File: config.mk
export PLATFORM = sky130hd
export DESIGN_NAME = uart_tx_mmio
export DESIGN_NICKNAME = d
export VERILOG_FILES = /design/src/rtl/uart_tx_mmio.sv
export SDC_FILE = /design/constraint.sdc
export NUM_CORES = 1
export LEC_CHECK = 0
export CORE_MARGIN = 1
export CORE_UTILIZATION = 25
export CTS_CLUSTER_DIAMETER = 50
export CTS_CLUSTER_SIZE = 25
export DETAILED_ROUTE_END_ITERATION = 8
export DONT_BUFFER_PORTS = 1
export GPL_ROUTABILITY_DRIVEN = 0
export SETUP_SLACK_MARGIN = 0.4
export SLEW_MARGIN = 15
export SYNTH_ARGS = -nofsm -noshare
export SYNTH_HDL_FRONTEND = slang
export SYNTH_SLANG_ARGS = --single-unit
File: constraint.sdc
create_clock -name clk -period 8.2 [get_ports clk]
set_clock_uncertainty 0.2 [all_clocks]
set_input_delay 1.64 -clock clk [delete_from_list [all_inputs] [get_ports clk]]
set_output_delay 1.64 -clock clk [all_outputs]
set_load 0.05 [all_outputs]
File: src/rtl/uart_tx_mmio.sv
// rtl/uart_tx_mmio.sv - memory-mapped UART transmitter with 4-entry TX FIFO
//
// Ports:
//   clk            processor clock, all state on rising edge
//   reset          asynchronous active-high reset
//   memwrite       store strobe
//   memread        load strobe
//   data_address   byte address of the access
//   writedata      store data
//   received_data  load data, combinational from data_address/memread
//   tx             UART serial line, idle high
//   irq_empty      FIFO empty and transmitter idle
//
// Registers: DATA @BASE_ADDR (write pushes a byte), STATUS @+4
// ({count, ovf, empty, busy}, read clears ovf), DIV @+8 (clocks per bit).

module uart_tx_mmio #(
    parameter logic [31:0] BASE_ADDR  = 32'h10010024,
    parameter logic [15:0] DIV_RESET  = 16'd434,
    parameter int          FIFO_DEPTH = 4
) (
    input  logic        clk,
    input  logic        reset,
    input  logic        memwrite,
    input  logic        memread,
    input  logic [31:0] data_address,
    input  logic [31:0] writedata,
    output logic [31:0] received_data,
    output logic        tx,
    output logic        irq_empty
);

    localparam logic [31:0] STATUS_ADDR = BASE_ADDR + 32'd4;
    localparam logic [31:0] DIV_ADDR    = BASE_ADDR + 32'd8;
    localparam logic [2:0]  FULL_COUNT  = 3'(FIFO_DEPTH);

    typedef enum logic [1:0] {S_IDLE, S_START, S_DATA, S_STOP} state_t;

    state_t      state;
    logic [7:0]  fifo_mem [4];
    logic [1:0]  wr_ptr;
    logic [1:0]  rd_ptr;
    logic [2:0]  count;
    logic        ovf;
    logic [15:0] div;
    logic [15:0] div_lat;
    logic [15:0] clk_cnt;
    logic [2:0]  bit_cnt;
    logic [7:0]  shift;

    logic sel_data, sel_status, sel_div;
    logic wr_data, wr_div, rd_status;
    logic push, pop, ovf_set;
    logic busy, empty, bit_end;

    logic unused_wdata;
    assign unused_wdata = ^writedata[31:16];

    assign sel_data   = (data_address == BASE_ADDR);
    assign sel_status = (data_address == STATUS_ADDR);
    assign sel_div    = (data_address == DIV_ADDR);

    assign wr_data   = memwrite & sel_data;
    assign wr_div    = memwrite & sel_div;
    assign rd_status = memread & sel_status;

    // The FSM drains the head whenever it sits in IDLE with data queued, so a
    // push into a full FIFO in that same cycle still finds room.
    assign pop     = (state == S_IDLE) && (count != 3'd0);
    assign push    = wr_data && ((count != FULL_COUNT) || pop);
    assign ovf_set = wr_data && (count == FULL_COUNT) && !pop;

    assign busy      = (state != S_IDLE);
    assign empty     = (count == 3'd0);
    assign irq_empty = empty & ~busy;
    assign bit_end   = (clk_cnt == div_lat - 16'd1);

    always_comb begin
        received_data = 32'h0;
        if (memread) begin
            if (sel_status)
                received_data = {26'b0, count, ovf, empty, busy};
            else if (sel_div)
                received_data = {16'b0, div};
        end
    end

    always_ff @(posedge clk) begin
        if (push)
            fifo_mem[wr_ptr] <= writedata[7:0];
    end

    always_ff @(posedge clk or posedge reset) begin
        if (reset) begin
            wr_ptr <= 2'd0;
            rd_ptr <= 2'd0;
            count  <= 3'd0;
        end else begin
            if (push)
                wr_ptr <= wr_ptr + 2'd1;
            if (pop)
                rd_ptr <= rd_ptr + 2'd1;
            case ({push, pop})
                2'b10:   count <= count + 3'd1;
                2'b01:   count <= count - 3'd1;
                default: count <= count;
            endcase
        end
    end

    // Set wins over the read-clear when both land in one cycle.
    always_ff @(posedge clk or posedge reset) begin
        if (reset)
            ovf <= 1'b0;
        else if (ovf_set)
            ovf <= 1'b1;
        else if (rd_status)
            ovf <= 1'b0;
    end

    always_ff @(posedge clk or posedge reset) begin
        if (reset)
            div <= DIV_RESET;
        else if (wr_div)
            div <= writedata[15:0];
    end

    // div_lat holds the effective divider (0 promoted to 1) for the whole
    // frame so DIV writes mid-frame only affect the next frame.
    always_ff @(posedge clk or posedge reset) begin
        if (reset) begin
            state   <= S_IDLE;
            tx      <= 1'b1;
            shift   <= 8'h00;
            div_lat <= 16'd1;
            clk_cnt <= 16'd0;
            bit_cnt <= 3'd0;
        end else begin
            case (state)
                S_IDLE: begin
                    tx <= 1'b1;
                    if (pop) begin
                        shift   <= fifo_mem[rd_ptr];
                        div_lat <= (div == 16'd0) ? 16'd1 : div;
                        clk_cnt <= 16'd0;
                        bit_cnt <= 3'd0;
                        tx      <= 1'b0;
                        state   <= S_START;
                    end
                end
                S_START: begin
                    if (bit_end) begin
                        clk_cnt <= 16'd0;
                        tx      <= shift[0];
                        state   <= S_DATA;
                    end else begin
                        clk_cnt <= clk_cnt + 16'd1;
                    end
                end
                S_DATA: begin
                    if (bit_end) begin
                        clk_cnt <= 16'd0;
                        if (bit_cnt == 3'd7) begin
                            tx    <= 1'b1;
                            state <= S_STOP;
                        end else begin
                            shift   <= {1'b0, shift[7:1]};
                            tx      <= shift[1];
                            bit_cnt <= bit_cnt + 3'd1;
                        end
                    end else begin
                        clk_cnt <= clk_cnt + 16'd1;
                    end
                end
                S_STOP: begin
                    if (bit_end) begin
                        clk_cnt <= 16'd0;
                        state   <= S_IDLE;
                    end else begin
                        clk_cnt <= clk_cnt + 16'd1;
                    end
                end
                default: state <= S_IDLE;
            endcase
        end
    end

endmodule

# After elaboration in Yosys (flattened, before gate mapping)
# Memories as Yosys holds them, arrays and structs flattened.
# Cells that the tools add are included.
classes:
  addsub: 7
  eq_ne: 18
  muxes: 31
  bitwise: 5
  n_reduce_logical: 20
op_table:
  columns: ["op", "n"]
  rows:
  - ["32-bit by 29-bit == test with 1-bit output (second input constant)", 3]
  - ["16-bit 2-to-1 mux", 6]
  - ["16-bit one-hot mux with 2 select lines", 1]
  - ["8-bit 2-to-1 mux", 3]
  - ["16-bit by 1-bit adder with 16-bit output (second input constant)", 1]
  - ["16-bit == test", 1]
  - ["16-bit logical NOT", 1]
  - ["8-bit one-hot mux with 2 select lines", 1]
  - ["16-bit by 1-bit subtractor with 16-bit output (second input constant)", 1]
  - ["2-bit != test (second input constant)", 6]
  - ["3-bit one-hot mux with 2 select lines", 2]
  - ["2-bit 2-to-1 mux", 5]
  - ["3-bit 2-to-1 mux", 3]
  - ["1-bit 2-to-1 mux", 8]
  - ["2-bit one-hot mux with 4 select lines", 1]
  - ["2-bit nonzero test", 4]
  - ["3-bit by 1-bit adder with 3-bit output (second input constant)", 2]
  - ["2-bit == test (second input constant)", 3]
  - ["3-bit == test (second input constant)", 2]
  - ["3-bit nonzero test", 2]
  - ["5-bit AND reduction", 1]
  - ["2-bit by 1-bit adder with 2-bit output (second input constant)", 2]
  - ["1-bit bitwise AND", 4]
  - ["2-bit by 1-bit == test with 1-bit output (second input constant)", 2]
  - ["other kinds (13)", 16]
word_totals:
  reg_bits: 70
  ram_bits: 32
  inputBits: 68
  output_inout_bits: 34
  word_cells: 93
  memories: 1
memory_table:
  columns: ["name", "words", "width", "read_ports", "rd_ports_with_merged_regs", "wr", "line", "text"]
  rows:
  - ["fifo_mem", 4, 8, 1, 0, 1, "40", "logic [7:0] fifo_mem [4];"]

# Depth between registers and ports, before layout
logic_depth:
  ltp_word: 6
  ltp_mapped: 12
  ltp_nobuf: 10

# Worst setup path before layout
# Ideal clock, no wire load.
synth_path:
  path_type: "input to output"
  startpoint: "input port data_address[15]"
  endpoint: "output port received_data[10]"
  arrival_time_ns: 3.154
  t_required_ns: 6.360
  setup_slack_ns: 3.206
  cell_stages: 6
  path_buffers: 0
  cell_sequence: "nor4b_1 -> nand4_1 -> nor2_1 -> nand3_1 -> nor2_1 -> and2_1"
synth_via:
  elab_chain_cells: 4
  elab_cells_between_ends: 5
  cone_classes: "eq/ne (2); mux (3)"
synth_lines:
  columns: ["element", "line", "text"]
  rows:
  - ["start: declaration", "26", "input logic [31:0] data_address,"]
  - ["32-bit by 29-bit == test with 1-bit output", "61", "assign sel_div = (data_address == DIV_ADDR);"]
  - ["16-bit 2-to-1 mux", "83", "else if (sel_div)"]
  - ["16-bit 2-to-1 mux *", "81", "if (sel_status)"]
  - ["16-bit 2-to-1 mux *", "80", "if (memread) begin"]
  - ["end: declaration", "28", "output logic [31:0] received_data,"]
# Every way passes the cells marked *; elsewhere a longest branch is shown, timed or not.

# Worst setup path after layout
layout_path:
  startpoint: "input port data_address[15]"
  endpoint: "output port received_data[7]"
# Same word-level chain as after synthesis.

==> flow_summary.json <==
{
  "cts.path.max_buffers": 2,
  "rsz0062_at_grt": "false",
  "grt_pass1_vias": 3449,
  "track_usage": 0.105,
  "cts_resized": 0,
  "crit_arrival_ns": 3.62,
  "fin_setup_tns_ns": 0,
  "slowest_delay_ns": 0.54,
  "netlist-cell-type-count": 62,
  "met2_usage": 0.174,
  "htree_num_levels": 3,
  "worst_skew_pair.late_latency_ns": 0.35,
  "synth_top_area_frac": 0.288,
  "grt_pass1_wl_mm": 18.3,
  "period_share": 0.666,
  "start_util": 0.258,
  "crit_required_ns": 6.36,
  "mappedNetlistArea_mm2": 0.00547,
  "setup_ws_ns": 2.74,
  "busiest_layer": "met2",
  "drive_gt1_frac": 0.170,
  "cts_root_buf": "clkbuf_16",
  "n_antenna_cell": 0,
  "start_kind": "input pin",
  "wl_per_cell_um": 14.5,
  "cts.sinks": 102,
  "drc": 0,
  "use_met1": 0.138,
  "setup_viol": 0,
  "critPathKind": "input pin to primary output",
  "placementRows": 53,
  "dpl.cell_count": 741,
  "slew_violations": 0,
  "cp_slowest_cell": "and2_1",
  "yosysSeqAreaShare": 0.498,
  "dieArea_mm2": 0.0225,
  "cap_viol_max_count": 0,
  "cts_setup_buffers": 0,
  "cp_top_family": "simple AND/OR/NAND/NOR gates",
  "yosysTopAreaCell": "dfrtp_1",
  "totalWireLength_mm": 11.0,
  "path_cells": "nor4b_1 > nand4_1 > nor2_1 > nand3_1 > nor2_1 > and2_1",
  "layout.nets": 559,
  "globalRouteOverflowTotal": 0,
  "async_flop_share": 0.686,
  "drt-initial-drc-count": 167,
  "firstDrtPassIters": 4,
  "viasPerCell": 4.53,
  "core_area_mm2": 0.0212,
  "max_clock_freq_mhz": 183,
  "antenna_found_initial": 0,
  "syn_area_per_cell_um2": 11.3,
  "cts_buffers": 9,
  "hold_depth": 2,
  "crit_fanout": 10,
  "port_buffers": 0,
  "multiInputGateArea_mm2": 0.00254,
  "synthTopCellsByCount": "nand2_1 (69), dfrtp_1 (63), nor2_1 (42), edfxtp_1 (32), mux2_2 (26)",
  "n_fill_cell": 2212,
  "holdBufCountCts": 0,
  "hpwl_mm": 8.02,
  "synth_edf_count": 32,
  "dp_worst_setup_slack_ns": 2.66,
  "final_cells": 757,
  "io_pins": 102,
  "cts_tree": "built",
  "final_cell_area_mm2": 0.00598,
  "final.min_clock_period_ns": 5.46,
  "yosys-top-cells-area": "dfrtp_1 (29%), edfxtp_1 (18%), mux2_2 (5.4%)",
  "power_density_mw_per_mm2": 175,
  "clk_transition_reported_paths_ns": 0.07,
  "worstMarginPinSlew_ns": 0.892,
  "hold_viol": 0,
  "critPathBufInv": 0,
  "ys_warn_count": 0,
  "cp-end-kind": "primary output",
  "use_met3": 0.0174,
  "ys_ff_latch": 102,
  "cp_common_cell": "nor2_1",
  "synth.most_common_cell": "nand2_1",
  "placed_cell_area_mm2": 0.00568,
  "regArea_mm2": 0.00272,
  "vias": 3428,
  "die_height_um": 150,
  "fp.dieW_um": 150,
  "reg2regPathDepth": 8,
  "synthFlopType": "dfrtp_1",
  "ant_nets": 0,
  "ir_worst_vdd_uv": 87.4,
  "hold_path_class": "flip-flop to flip-flop",
  "syn-instance-count": 482,
  "status": "finished clean",
  "slew_headroom": 0.403,
  "area_delta_synth_final_pct": 9.43,
  "path_depth": 6,
  "grt_max_degree": 71,
  "power_leakage_nw": 2.53
}
stage by stage:
step,hold slack (ns),power (mW),utilization
after detailed placement,0.288,0.623,0.268
after global placement,0.285,0.622,0.268
after floorplan,0.262,0.620,-
after global routing,0.327,1.09,0.282
final,0.303,1.05,0.282
after CTS,0.304,1.06,0.282
per-layer routing:
metal	wire (um)	share of wire	up-vias
li1	-	-	1669
met1	5130	0.47	1671
met2	5360	0.49	81
met3	378	0.034	7
met5	0	0	-
met4	95	0.0087	0
power breakdown:
group / switching [mW] / internal, mW / leakage (nW) / total (mW)
clock: 0.197 / 0.241 / 0.150 / 0.438
combinational: 0.0294 / 0.0254 / 1.18 / 0.0548
sequential: 0.0118 / 0.545 / 1.21 / 0.557
total: 0.238 / 0.812 / 2.53 / 1.05
flip-flops by register name (all words and copies together), names as in the netlist:
signal    flops
ovf           1
wr_ptr        2
shift         8
tx            1
rd_ptr        2
div          16
bit_cnt       3
state         2
count         3
clk_cnt      16
div_lat      16
fifo_mem     32
worst reg2reg max path: stages, from the launching register on:
cell       delay (ns)
dfrtp_1          0.48
or4_4            0.65
or3_4            0.43
mux2i_1          0.13
mux2i_1          0.24
o2111ai_2        0.19
nor3_4           0.32
a41oi_2          0.44
mux2_4           0.44
placed cells by master, fill, tap and decap left out, types with 4 or more instances in the layout:
| cell | netlist | layout |
|---|---|---|
| nor3_1 | 4 | 4 |
| mux2i_1 | 11 | 11 |
| mux2_4 | 6 | 6 |
| nor4_1 | 14 | 14 |
| nand2b_1 | 6 | 6 |
| edfxtp_1 | 32 | 32 |
| inv_1 | 13 | 12 |
| ha_1 | 13 | 13 |
| mux4_2 | 8 | 8 |
| nor2_1 | 42 | 42 |
| o21ai_0 | 6 | 6 |
| nand4_1 | 6 | 6 |
| dfstp_2 | 7 | 7 |
| nor4b_1 | 6 | 6 |
| clkbuf_16 | 0 | 9 |
| conb_1 | 1 | 16 |
| and2_1 | 14 | 14 |
| nand2_1 | 69 | 69 |
| xor2_1 | 16 | 16 |
| nand3_1 | 7 | 7 |
| xnor2_1 | 21 | 21 |
| mux2_2 | 26 | 26 |
| dfrtp_1 | 63 | 63 |
cells by family after synthesis:
group / after synthesis / synth area share
buffers and inverters: 48 / 0.0483
AOI/OAI and AO/OA: 38 / 0.0556
other: 1 / 0.000686
xor gates and xnor gates: 37 / 0.0593
adders and majority gates: 14 / 0.0334
muxes: 52 / 0.125
DFF: 102 / 0.498
and+or+nand+nor: 190 / 0.180
layout make-up:
class | instances | share of cell area
Timing Repair Buffer | 3 | 0.00376
Clock buffer | 9 | 0.0376
Multi-Input combinational cell | 347 | 0.424
Tap cell | 275 | 0.0575
Clock inverter | 7 | 0.0132
Sequential cell | 102 | 0.455
Inverter | 14 | 0.00878
final timing paths:
kind                             startpoint          endpoint  slack (ns)
hold / removal                  div_lat[15]       div_lat[15]        0.30
setup / recovery           data_address[15]  received_data[7]        2.74
max in group asynchronous             reset       div_lat[14]        5.97
hold reg to reg                 div_lat[15]       div_lat[15]        0.30
setup reg to reg                 div_lat[3]          shift[2]        4.57
min in group asynchronous             reset          shift[3]        1.23
No activity file was read; power rests on OpenSTA's default activity.
